[src/rtl/mul_share_arbiter_pkg.sv]
// Shared definitions for the multiplier-sharing arbiter: FSM encoding,
// operand/product widths, operand payload struct and a round-robin helper.
package mul_share_arbiter_pkg;

  localparam int unsigned OPND_W  = 8;
  localparam int unsigned PROD_W  = 16;
  localparam int unsigned DONE_W  = 16;
  localparam int unsigned STATE_W = 2;

  localparam logic [STATE_W-1:0] ST_IDLE   = 2'd0;
  localparam logic [STATE_W-1:0] ST_SETTLE = 2'd1;
  localparam logic [STATE_W-1:0] ST_RESP   = 2'd2;

  // Operand pair presented to the shared multiplier.
  typedef struct packed {
    logic [OPND_W-1:0] a;
    logic [OPND_W-1:0] b;
  } mul_operands_t;

  // Next round-robin pointer: one past idx, wrapping at n.
  function automatic int unsigned rr_wrap_inc(input int unsigned idx, input int unsigned n);
    return (idx + 1 >= n) ? 0 : idx + 1;
  endfunction

endpackage

[src/rtl/mul_share_arbiter_if.sv]
// Bus bundle for the multiplier-sharing arbiter.
//   req_*  : per-requester valid/ready request channel, operands packed 8 bits per requester
//   mul_*  : operand/product connection to the external shared multiplier
//   rsp_*  : single valid/ready response channel carrying requester id and product
// slave  = arbiter view, master = clients/multiplier view.
interface mul_share_arbiter_if
  import mul_share_arbiter_pkg::*;
#(
  parameter int unsigned N_REQ = 4,
  parameter int unsigned ID_W  = 2
);

  logic [N_REQ-1:0]        req_valid;
  logic [N_REQ*OPND_W-1:0] req_a;
  logic [N_REQ*OPND_W-1:0] req_b;
  logic [N_REQ-1:0]        req_ready;

  logic [OPND_W-1:0]       mul_a;
  logic [OPND_W-1:0]       mul_b;
  logic [PROD_W-1:0]       mul_p;

  logic                    rsp_valid;
  logic [ID_W-1:0]         rsp_id;
  logic [PROD_W-1:0]       rsp_product;
  logic                    rsp_ready;

  modport slave (
    input  req_valid, req_a, req_b, mul_p, rsp_ready,
    output req_ready, mul_a, mul_b, rsp_valid, rsp_id, rsp_product
  );

  modport master (
    output req_valid, req_a, req_b, mul_p, rsp_ready,
    input  req_ready, mul_a, mul_b, rsp_valid, rsp_id, rsp_product
  );

endinterface

[src/rtl/mul_share_arbiter_rr_priority_picker.sv]
// Combinational round-robin priority picker.
//   req       : request vector
//   ptr       : highest-priority index for this pick
//   grant     : one-hot grant (all zero when no request)
//   grant_idx : binary index of the granted request
//   any       : at least one request is set
module rr_priority_picker #(
  parameter int unsigned N_REQ = 4,
  parameter int unsigned IDX_W = 2
) (
  input  logic [N_REQ-1:0] req,
  input  logic [IDX_W-1:0] ptr,
  output logic [N_REQ-1:0] grant,
  output logic [IDX_W-1:0] grant_idx,
  output logic             any
);

  // Walk from the farthest offset back to ptr so the nearest hit wins.
  always_comb begin
    grant     = '0;
    grant_idx = '0;
    any       = 1'b0;
    for (int unsigned k = N_REQ; k > 0; k--) begin
      if (req[(32'(ptr) + k - 32'd1) % N_REQ]) begin
        grant_idx = IDX_W'((32'(ptr) + k - 32'd1) % N_REQ);
        any       = 1'b1;
      end
    end
    if (any) begin
      grant[grant_idx] = 1'b1;
    end
  end

endmodule

[src/rtl/mul_share_arbiter.sv]
// Shares one external combinational 8x8 multiplier between N_REQ requesters.
// Round-robin grants a request, registers its operands onto the multiplier,
// waits SETTLE_CYCLES for the array to settle, captures the product and
// returns it with the requester id on a valid/ready response channel.
//   clk, rst_n : clock, async active-low reset
//   bus        : request / multiplier / response bundle (slave view)
//   busy       : FSM is not in IDLE
//   done_count : completed transactions, wrapping
module mul_share_arbiter
  import mul_share_arbiter_pkg::*;
#(
  parameter int unsigned N_REQ         = 4,
  parameter int unsigned ID_W          = 2,
  parameter int unsigned SETTLE_CYCLES = 2
) (
  input  logic                 clk,
  input  logic                 rst_n,
  mul_share_arbiter_if.slave   bus,
  output logic                 busy,
  output logic [DONE_W-1:0]    done_count
);

  localparam int unsigned      CNT_W    = (SETTLE_CYCLES > 1) ? $clog2(SETTLE_CYCLES) : 1;
  localparam logic [CNT_W-1:0] CNT_LOAD = CNT_W'(SETTLE_CYCLES - 1);

  logic [STATE_W-1:0] state_q, state_d;
  logic               accept_c, capture_c, rsp_fire_c;

  logic [N_REQ-1:0]   grant;
  logic [ID_W-1:0]    grant_idx;
  logic               grant_any;

  logic [ID_W-1:0]    rr_ptr_q;
  logic [CNT_W-1:0]   settle_cnt_q;
  mul_operands_t      opnd_sel, opnd_q;
  logic [ID_W-1:0]    rsp_id_q;
  logic [PROD_W-1:0]  rsp_product_q;
  logic               rsp_valid_q;
  logic               busy_q;
  logic [DONE_W-1:0]  done_count_q;

  // Round-robin pick among the currently valid requesters.
  rr_priority_picker #(
    .N_REQ (N_REQ),
    .IDX_W (ID_W)
  ) u_picker (
    .req       (bus.req_valid),
    .ptr       (rr_ptr_q),
    .grant     (grant),
    .grant_idx (grant_idx),
    .any       (grant_any)
  );

  // Operands of the granted requester.
  assign opnd_sel.a = bus.req_a[32'(grant_idx)*OPND_W +: OPND_W];
  assign opnd_sel.b = bus.req_b[32'(grant_idx)*OPND_W +: OPND_W];

  // Accept strobe only offered in IDLE and never while reset is held.
  assign bus.req_ready = (rst_n && (state_q == ST_IDLE)) ? grant : '0;

  // State register.
  always_ff @(posedge clk or negedge rst_n) begin
    if (!rst_n) begin
      state_q <= ST_IDLE;
    end else begin
      state_q <= state_d;
    end
  end

  // Next-state and transaction strobes.
  always_comb begin
    state_d    = state_q;
    accept_c   = 1'b0;
    capture_c  = 1'b0;
    rsp_fire_c = 1'b0;
    case (state_q)
      ST_IDLE: begin
        if (grant_any) begin
          accept_c = 1'b1;
          state_d  = ST_SETTLE;
        end
      end
      ST_SETTLE: begin
        if (settle_cnt_q == '0) begin
          capture_c = 1'b1;
          state_d   = ST_RESP;
        end
      end
      ST_RESP: begin
        if (bus.rsp_ready) begin
          rsp_fire_c = 1'b1;
          state_d    = ST_IDLE;
        end
      end
      default: begin
        state_d = ST_IDLE;
      end
    endcase
  end

  // Datapath registers driven by the FSM strobes.
  always_ff @(posedge clk or negedge rst_n) begin
    if (!rst_n) begin
      rr_ptr_q      <= '0;
      settle_cnt_q  <= '0;
      opnd_q        <= '0;
      rsp_id_q      <= '0;
      rsp_product_q <= '0;
      rsp_valid_q   <= 1'b0;
      busy_q        <= 1'b0;
      done_count_q  <= '0;
    end else begin
      if (accept_c) begin
        opnd_q       <= opnd_sel;
        rsp_id_q     <= grant_idx;
        rr_ptr_q     <= ID_W'(rr_wrap_inc(32'(grant_idx), N_REQ));
        settle_cnt_q <= CNT_LOAD;
      end else if ((state_q == ST_SETTLE) && (settle_cnt_q != '0)) begin
        settle_cnt_q <= settle_cnt_q - CNT_W'(1);
      end
      if (capture_c) begin
        rsp_product_q <= bus.mul_p;
      end
      rsp_valid_q <= (state_d == ST_RESP);
      busy_q      <= (state_d != ST_IDLE);
      if (rsp_fire_c) begin
        done_count_q <= done_count_q + DONE_W'(1);
      end
    end
  end

  assign bus.mul_a       = opnd_q.a;
  assign bus.mul_b       = opnd_q.b;
  assign bus.rsp_valid   = rsp_valid_q;
  assign bus.rsp_id      = rsp_id_q;
  assign bus.rsp_product = rsp_product_q;
  assign busy            = busy_q;
  assign done_count      = done_count_q;

endmodule
[src/flat_wrapper.sv]
// flat-port wrapper written by rule: the top's interface ports become plain ports
module mul_share_arbiter_flat import mul_share_arbiter_pkg::*;
#(
  parameter int unsigned N_REQ         = 4,
  parameter int unsigned ID_W          = 2,
  parameter int unsigned SETTLE_CYCLES = 2
)
  (clk, rst_n, busy, done_count, bus_req_valid, bus_req_a, bus_req_b, bus_mul_p, bus_rsp_ready, bus_req_ready, bus_mul_a, bus_mul_b, bus_rsp_valid, bus_rsp_id, bus_rsp_product);
  mul_share_arbiter_if #(.N_REQ(N_REQ), .ID_W(ID_W)) bus_i ();
  input  logic clk;
  input  logic rst_n;
  output logic busy;
  output logic [DONE_W-1:0] done_count;
  input wire logic [$bits(bus_i.req_valid)-1:0] bus_req_valid;
  input wire logic [$bits(bus_i.req_a)-1:0] bus_req_a;
  input wire logic [$bits(bus_i.req_b)-1:0] bus_req_b;
  input wire logic [$bits(bus_i.mul_p)-1:0] bus_mul_p;
  input wire logic [$bits(bus_i.rsp_ready)-1:0] bus_rsp_ready;
  output wire logic [$bits(bus_i.req_ready)-1:0] bus_req_ready;
  output wire logic [$bits(bus_i.mul_a)-1:0] bus_mul_a;
  output wire logic [$bits(bus_i.mul_b)-1:0] bus_mul_b;
  output wire logic [$bits(bus_i.rsp_valid)-1:0] bus_rsp_valid;
  output wire logic [$bits(bus_i.rsp_id)-1:0] bus_rsp_id;
  output wire logic [$bits(bus_i.rsp_product)-1:0] bus_rsp_product;
  assign bus_i.req_valid = bus_req_valid;
  assign bus_i.req_a = bus_req_a;
  assign bus_i.req_b = bus_req_b;
  assign bus_i.mul_p = bus_mul_p;
  assign bus_i.rsp_ready = bus_rsp_ready;
  assign bus_req_ready = bus_i.req_ready;
  assign bus_mul_a = bus_i.mul_a;
  assign bus_mul_b = bus_i.mul_b;
  assign bus_rsp_valid = bus_i.rsp_valid;
  assign bus_rsp_id = bus_i.rsp_id;
  assign bus_rsp_product = bus_i.rsp_product;
  mul_share_arbiter #(.N_REQ(N_REQ), .ID_W(ID_W), .SETTLE_CYCLES(SETTLE_CYCLES)) u_core (.clk(clk), .rst_n(rst_n), .bus(bus_i), .busy(busy), .done_count(done_count));
endmodule
[config.mk]
export PLATFORM = sky130hd
export DESIGN_NAME = mul_share_arbiter_flat
export DESIGN_NICKNAME = d
export VERILOG_FILES = /design/src/rtl/mul_share_arbiter_pkg.sv /design/src/rtl/mul_share_arbiter_if.sv /design/src/rtl/mul_share_arbiter_rr_priority_picker.sv /design/src/rtl/mul_share_arbiter.sv /design/src/flat_wrapper.sv
export SDC_FILE = /design/constraint.sdc
export NUM_CORES = 1
export LEC_CHECK = 0
export CORE_MARGIN = 3
export CORE_UTILIZATION = 44
export DETAILED_ROUTE_END_ITERATION = 12
export GPL_ROUTABILITY_DRIVEN = 0
export PLACE_DENSITY_LB_ADDON = 0.12
export REMOVE_ABC_BUFFERS = 1
export SYNTH_ARGS = -nofsm -noshare
export SYNTH_HDL_FRONTEND = slang
export SYNTH_HIERARCHICAL = 1
export SYNTH_SLANG_ARGS = --single-unit
[constraint.sdc]
create_clock -name clk -period 5.58 [get_ports clk]
set_input_delay 1.116 -clock clk [delete_from_list [all_inputs] [get_ports clk]]
set_output_delay 1.116 -clock clk [all_outputs]
set_load 0.02 [all_outputs]
After elaboration in Yosys (flattened, before gate mapping)
Cells that the tools add are included.

word-level totals
  register bits = 57
  input port bits = 87

operators by class
  multiplexer cells = 33
  eq/ne operators = 3
  reduce and logical (&&, ||, !) cells = 6
  $lt $le $gt $ge = 7
  shift operators = 2
  $add $sub $neg = 11

operator list
  cell                   count
  $shiftx 32x6->8        2
  $mux 1                 17
  $add 16x1->16 const B  1
  $mux 2                 8
  $lt 2x3->1 const B     5
  $bmux 1 s2             4
  $mux 4                 2
  $sub 2x1->2 const B    4
  $pmux 2 s3             1
  $add 2x1->2 const B    2
  $add 2x2->2 const B    2
  $eq 2x2->1 const B     2
  $reduce_bool 2->1      2
  $add 2x1->3 const B    1
  $ge 3x3->1 const B     1
  $logic_and 1x1->1      3
  $demux 1 s2            1
  $eq 2x1->1 const B     1
  $ge 2x1->1 const B     1
  $logic_not 2->1        1
  $sub 1x1->1 const B    1

Logic depth before layout (Yosys ltp)
Gate-level depths: netlist of the first run.

  depth in word-level cells = 14
  mapped depth = 8
  gate-level depth less buffers = 6

Cells and area by module
The synthesis of the first run kept the hierarchy.

by module, submodules not included
  module              area each (sq um)  instances  cells each
  mul_share_arbiter   2771.4             1          180
  rr_priority_picker  211.5              1          33

Worst setup path after synthesis of the first run
OpenSTA, ideal clock, no wires.

  path kind = input -> output
  from = input bus_req_valid[1]
  to = output bus_req_ready[0]
  stages = 5
  data arrival time = 1.855 ns
  setup slack = 2.609 ns
  buffers on the path = 1
  cells stage by stage = buf_4 o2bb2ai_1 a22o_1 and2_1 and3_1

on the way
  word-level cells in the longest chain between the ends = 12
  elaborated cells between the ends (all ways) = 23
  classes of those cells = 2 x order compare; 20 x mux; 1 x reduce/logical

RTL lines
  item                                                            RTL line                                    source
  start: declaration                                              flat_wrapper.sv:14                          input wire logic [$bits(bus_i.req_valid)-1:0] bus_req_valid;
  $bmux 1 s2                                                      mul_share_arbiter_rr_priority_picker.sv:24  if (req[(32'(ptr) + k - 32'd1) % N_REQ]) begin
  $mux 1 (implied by the code)                                    mul_share_arbiter_rr_priority_picker.sv:24
  $mux 2 (4 in a row)                                             mul_share_arbiter_rr_priority_picker.sv:24
  $lt 2x3->1 (implied by the code) or $ge 2x1->1 (tied branches)  mul_share_arbiter_rr_priority_picker.sv:30  grant[grant_idx] = 1'b1;
  $logic_and 1x1->1 (implied by the code)                         mul_share_arbiter_rr_priority_picker.sv:30
  $mux 1 (implied by the code)                                    mul_share_arbiter_rr_priority_picker.sv:30
  $demux 1 s2                                                     mul_share_arbiter_rr_priority_picker.sv:30
  $mux 4 *                                                        mul_share_arbiter_rr_priority_picker.sv:29  if (any) begin
  net u_core.grant[0]                                             mul_share_arbiter.sv:29                     logic [N_REQ-1:0] grant;
  $mux 4 *                                                        mul_share_arbiter.sv:59                     assign bus.req_ready = (rst_n && (state_q == ST_IDLE)) ? grant : '0;
  end: declaration                                                flat_wrapper.sv:19                          output wire logic [$bits(bus_i.req_ready)-1:0] bus_req_ready;

Mark *: on every way through the listed nets, which the timed path passes. The rest lies on a longest branch. The select of a mux whose other input is x is not followed.

Worst setup path after layout of the first run
  from = input bus_req_valid[2]
  to = output bus_req_ready[0]

The elaborated chain is that of the path after synthesis.

==> metrics.txt, run 1 <==
status=finished clean; Period minus WS final=4087 ps; Clk pin slew, worst setup/hold paths=60 ps; Buffers on Ports=142; final non-filler cell total=438; wire length per cell=15.88 µm; number of buffers inserted during clock tree synthesis=9; Achievable Freq=244.7 MHz; number of inserted diodes=0; Vias/cell=5.199; flop and latch count out of synthesis=57; setup total negative slack=0 ps; final hold violation count=0; floorplan die width=88.34 µm; type of element capturing the critical path=output pin; GRT Overall Usage=18.81%; Netlist cell types=42; most used routing layer in global routing=met2; cell repeated most along the worst path=clkdlybuf4s50_1; YS warnings=6; wire length of the first global-routing pass=11.08 mm; final wirelength=6.955 mm; number of nets in the layout=445; ordered cell list for the critical path=clkdlybuf4s50_1, o2bb2ai_1, a22o_1, and2_1, and3_1, clkdlybuf4s50_1; Worst Tran Pin Value=1065 ps; GR met2 Demand/Resource=32.09%; Setup Fix Bufs, Post-CTS=0; number of standard-cell rows in the floorplan=29; cell count after placement=422; data arrival time of the critical path=2970 ps; worst min-delay path class=reg -> reg; number of antenna violations at the first check in global routing=0; die area=7803 µm²; Die Y-Extent=88.34 µm; global-route track usage on met1=20.89%; clock tree from TritonCTS=done; relative max-transition margin=29.02%; met3 capacity usage during global routing=7.356%; share of synthesized area occupied by flip-flops and latches=47.82%; Max Root-Sink Buffers=2; number of DRC markers after the initial detailed-route iteration=56; initial core utilization=46.18%; total power=2.320 mW; post-cts sizing count=0; P_leak=1.975 nW; reported max-cap violation count=0; Core Util, Final=71.99%; Root Buffer Master=clkbuf_8; DP HPWL=5.288 mm; ratio of total power to cell area=499.1 nW/µm²; vias in the first global route=2367; Pre-Repair DR Iteration Count=4; core area=6459 µm²; Top Ports=143; classification of the worst setup path=in -> out; cts-stage hold buffer count=0; number of standard cells after synthesis=213; slowest CP cell=clkdlybuf4s50_1; Critical Path Fanout Max=10; final-report setup violation count=0; number of vias after detailed routing=2277; DRC=0; data required time of the critical path=4460 ps; post-synthesis to final-layout area growth=55.87%; Final ANT Viol Nets=0; synthesized area per cell=14.00 µm²; mapped cell area=2983 µm²; H-tree levels=3; pin count of the biggest net entering global routing=58; delay contributed by the slowest stage of the critical path=680 ps; RSZ-0062 raised after global routing=no; Max VDD drop=0.0002330 V; number of sinks on the clock net=57; global route overflow=0; clock skew=7.972 ps; worst-skew pair later-pin latency=330 ps; Critical Path Source Type=primary input; Final Max Slew Viols=0; fraction of layout instances using a drive strength above 1=19.39%; post-route fraction of the period consumed by the critical path=73.24%
-- cell usage after synthesis --
master	n	area [µm²]
nor2_1	11	41.29
o22ai_1	1	6.260
buf_2	1	5.000
ha_1	2	25.02
a21oi_1	6	30.03
buf_6	4	45.04
clkbuf_1	1	3.750
o221a_2	2	22.52
or2_2	1	6.260
and3b_1	1	8.760
and4b_1	1	10.01
and2_1	3	18.77
xnor2_1	6	52.55
o21ai_1	2	10.01
and3_1	5	31.28
and4_1	1	8.760
a21boi_1	1	7.510
mux4_2	8	180.2
dfrtp_1	57	1426
mux2i_1	2	20.02
nand2_1	7	26.28
a21o_1	2	15.01
inv_1	8	30.03
buf_4	5	37.54
nor2b_1	1	6.260
xor2_1	9	78.83
nand4_1	3	18.77
buf_12	1	20.02
a31oi_1	1	6.260
a22o_1	1	8.760
o2bb2a_1	1	10.01
a21boi_0	1	7.510
o2bb2ai_1	1	8.760
o21ai_0	2	10.01
mux4_1	8	210.2
nor3b_4	1	18.77
nand4_4	1	21.27
nand3_1	2	10.01
mux2_2	29	326.6
nor3_1	4	20.02
mux2_4	8	120.1
nor4_2	1	12.51
-- layer usage --
layer  share of wire [%]  wire length (µm)
met3                 9.9               692
met5                   0                 0
met2                  50              3450
met4                 1.6               109
met1                  39              2703
-- critical path, delay by kind of cell --
kind	cells	cell delay, ps
AOI/OAI and AO/OA	2	350
buffers and inverters	2	1210
and+or+nand+nor	2	290
-- cells in the final DEF, fill, tap and decap left out, drive strengths merged, types with 2 or more instances in the layout --
cell type | netlist | routed
a21boi | 2 | 2
a21o | 2 | 2
a21oi | 6 | 6
and2 | 3 | 3
and3 | 5 | 5
buf | 11 | 3
bufinv | 0 | 3
clkbuf | 1 | 11
clkdlybuf4s50 | 0 | 141
dfrtp | 57 | 57
ha | 2 | 2
inv | 8 | 8
mux2 | 37 | 37
mux2i | 2 | 2
mux4 | 16 | 16
nand2 | 7 | 7
nand3 | 2 | 2
nand4 | 4 | 4
nor2 | 11 | 11
nor3 | 4 | 4
o21ai | 4 | 4
o221a | 2 | 2
xnor2 | 6 | 6
xor2 | 9 | 9
-- sequential cells by signal (all words and copies together), names as in the netlist --
register and flops:
u_core/bus.rsp_id 2, u_core/busy 1, u_core/bus.mul_b 8, u_core/bus.mul_a 8, u_core/bus.rsp_valid 1, u_core/settle_cnt_q 1, u_core/rr_ptr_q 2, u_core/state_q 2
u_core/bus.rsp_product 16, u_core/done_count 16
-- final timing paths --
path	to	depth (start not counted)	startpoint	slack, ps
setup reg to reg	u_core/bus.mul_a[1]	6	u_core/rr_ptr_q[1]	3140
min in group asynchronous	u_core/bus.mul_a[5]	2	rst_n	1010
hold reg to reg	u_core/done_count[15]	1	u_core/done_count[15]	470
setup / recovery	bus_req_ready[0]	6	bus_req_valid[2]	1490
hold / removal	u_core/done_count[15]	1	u_core/done_count[15]	470
max in group asynchronous	u_core/bus.rsp_product[13]	2	rst_n	4120
-- power by group --
part / switching [mW] / internal, mW / total, mW
clock network: 0.160 / 0.308 / 0.468
registers: 0.129 / 0.584 / 0.714
logic: 0.486 / 0.652 / 1.14
-- stage by stage --
| stage | setup WS (ps) | area, µm² | hold WS (ps) |
|---|---|---|---|
| finish | 1493 | 4649 | 474.8 |
| global route | 1424 | 4649 | 505.6 |
| CTS | 1498 | 4649 | 477.2 |
| detailed placement | 1496 | 4405 | 464.0 |
| global placement | 1536 | 4405 | 464.6 |
| floorplan | 1840 | 2872 | 530.0 |
-- cells by family (layout without fill, tap and decap cells) --
group | count (synthesis) | in the layout | synth area share (%)
xor gates and xnor gates | 15 | 15 | 4.404
and+or+nand+nor | 43 | 43 | 8.684
muxes | 55 | 55 | 28.73
AOI/OAI and AO/OA | 21 | 21 | 4.782
DFF | 57 | 57 | 47.82
adders and majority gates | 2 | 2 | 0.8388
buffers and inverters | 20 | 168 | 4.740
-- final cells by class --
class | count | area (µm²)
fill | 485 | 1809
timing repair buffer | 144 | 1431
sequential | 57 | 1426
multi-input combinational | 136 | 1421
clock buffer | 11 | 141.4
clock inverter | 5 | 102.6
tap | 77 | 96.34
inverter | 8 | 30.03
Power figures use the tool's default switching activity.
==> run 2, diff against run 1 <==
- CORE_UTILIZATION: 44 -> 41
- clock period: 5.58 -> 4 ns (I/O delays scaled with it)
==> run 2 against run 1 <==
Clock power is 4.3% lower. Sequential share of layout area up 0.29 points. Critical endpoint unchanged. Die area rose by 6.8%. Largest power group unchanged. Cell count increased by 4.6%. Non-clock buffer count rose by 2. Combinational power rose by 40%. Via count fell by 0.40%. Core utilization is 5.3 points lower.
==> metrics.txt, run 2 (synthesis results as in run 1) <==
met3 layer wire length in the routed design=605 µm; fraction of layout instances using a drive strength above 1=19.61%; Die Y-Extent=91.30 µm; number of vias after detailed routing=2268; vias in the first global route=2384; worst min-delay path class=reg -> reg; post-synthesis to final-layout area growth=54.40%; post-cts sizing count=0; most common cell after layout, fill and taps aside=clkdlybuf4s50_1; relative max-transition margin=42.55%; final hold violation count=0; status=finished clean; Final Max Slew Viols=0; Buffers on Ports=142; number of DRC markers after the initial detailed-route iteration=35; number of sinks on the clock net=57; RSZ-0062 raised after global routing=no; GRT Overall Usage=17.52%; type of element capturing the critical path=output pin; Vias/cell=4.952; post-route fraction of the period consumed by the critical path=86.85%; ratio of total power to cell area=660.5 nW/µm²; number of nets in the layout=447; highest metal layer with signal wires=met4; H-tree levels=3; Clk pin slew, worst setup/hold paths=70 ps; Achievable Freq=287.9 MHz; Critical Path Source Type=primary input; Top Ports=143; final-report setup violation count=0; pin count of the biggest net entering global routing=58; number of buffers inserted during clock tree synthesis=9; clock tree from TritonCTS=done; Final ANT Viol Nets=0; Worst Tran Pin Value=860.9 ps; Max Root-Sink Buffers=2; number of filler instances in the final layout=560; cell count after placement=443; wire length of the first global-routing pass=11.52 mm; Pre-Repair DR Iteration Count=4; Root Buffer Master=clkbuf_8; classification of the worst setup path=in -> out; commonest cells after routing, fill and taps aside=clkdlybuf4s50_1 (141), dfrtp_1 (57), mux2_2 (29); data required time of the critical path=3200 ps; final non-filler cell total=458; setup total negative slack=0 ps; core area=6907 µm²; floorplan die width=91.30 µm; cts-stage hold buffer count=0; worst-skew pair later-pin latency=320 ps; die area=8335 µm²; Setup Fix Bufs, Post-CTS=0; met2 WL=3.484 mm; number of inserted diodes=0; reported max-cap violation count=0; DRC=0; initial core utilization=43.19%; wire length per cell=15.33 µm; number of antenna violations at the first check in global routing=0; DP HPWL=5.432 mm; P_leak=1.954 nW; global route overflow=0; number of standard-cell rows in the floorplan=30; Critical Path Fanout Max=10; total routed wire length on the met1 layer=2.822 mm; Core Util, Final=66.68%; final wirelength=7.021 mm; data arrival time of the critical path=2670 ps; clock skew=9.806 ps; Max VDD drop=0.0003331 V; Period minus WS final=3474 ps
==> run 2: cell types whose count changed in the layout (fill, tap and decap cells not counted), sizes merged <==
cell / delta
buf: +2
bufinv: -3
clkinvlp: -1
clkinv: +3
==> run 2: where the power goes <==
group / switching [mW] / internal [mW] / leakage [nW]
Clock: 0.214 / 0.234 / 0.0887
Combinational: 0.682 / 0.916 / 1.17
Sequential: 0.181 / 0.815 / 0.695
==> run 2: through the flow <==
stage	worst slack (ps)	power (mW)	cell area, µm²	hold slack (ps)
3_5_place_dp	539.5	2.623	4444	458.7
6_report	526.0	3.042	4606	465.5
4_1_cts	544.2	3.085	4606	470.5
5_1_grt	464.9	3.227	4606	484.3
2_1_floorplan	575.9	1.923	2872	504.4
3_3_place_gp	583.3	2.595	4444	457.8
==> run 2: per-layer routing <==
metal	global-route usage [%]	up-vias
met2	29.49	102
met5	0	-
met4	7.286	0
met1	20.32	1079
met3	6.048	9
li1	-	1078
==> run 2: final cells by class <==
class	instances	area, µm²	area share, %
clock inverter	4	20.02	0.4347
timing repair buffer	146	1446	31.40
clock buffer	11	141.4	3.070
tap	96	120.1	2.608
multi-input combinational	136	1421	30.86
sequential	57	1426	30.97
inverter	8	30.03	0.6520
==> run 2: worst max-delay path, stage by stage <==
cell,delay (ps)
clkdlybuf4s50_1,680
o2bb2ai_1,130
a22o_1,230
and2_1,140
and3_1,160
clkdlybuf4s50_1,530
==> run 2: final timing paths <==
kind / endpoint / depth (start not counted) / slack, ps / startpoint
worst max-delay path: bus_req_ready[0] / 6 / 530 / bus_req_valid[2]
worst min-delay path: u_core/done_count[15] / 1 / 470 / u_core/done_count[15]
worst max register to register: u_core/bus.mul_a[0] / 6 / 1630 / u_core/rr_ptr_q[1]
worst min register to register: u_core/done_count[15] / 1 / 470 / u_core/done_count[15]
max in group asynchronous: u_core/bus.mul_b[4] / 2 / 2830 / rst_n
min in group asynchronous: u_core/bus.rsp_product[1] / 2 / 710 / rst_n
==> run 3, diff against run 2 <==
- ABC_CLOCK_PERIOD_IN_PS: not set -> 4000
==> results of run 3 <==
Same layout as run 2: the final DEF is identical, and so are final timing and power.
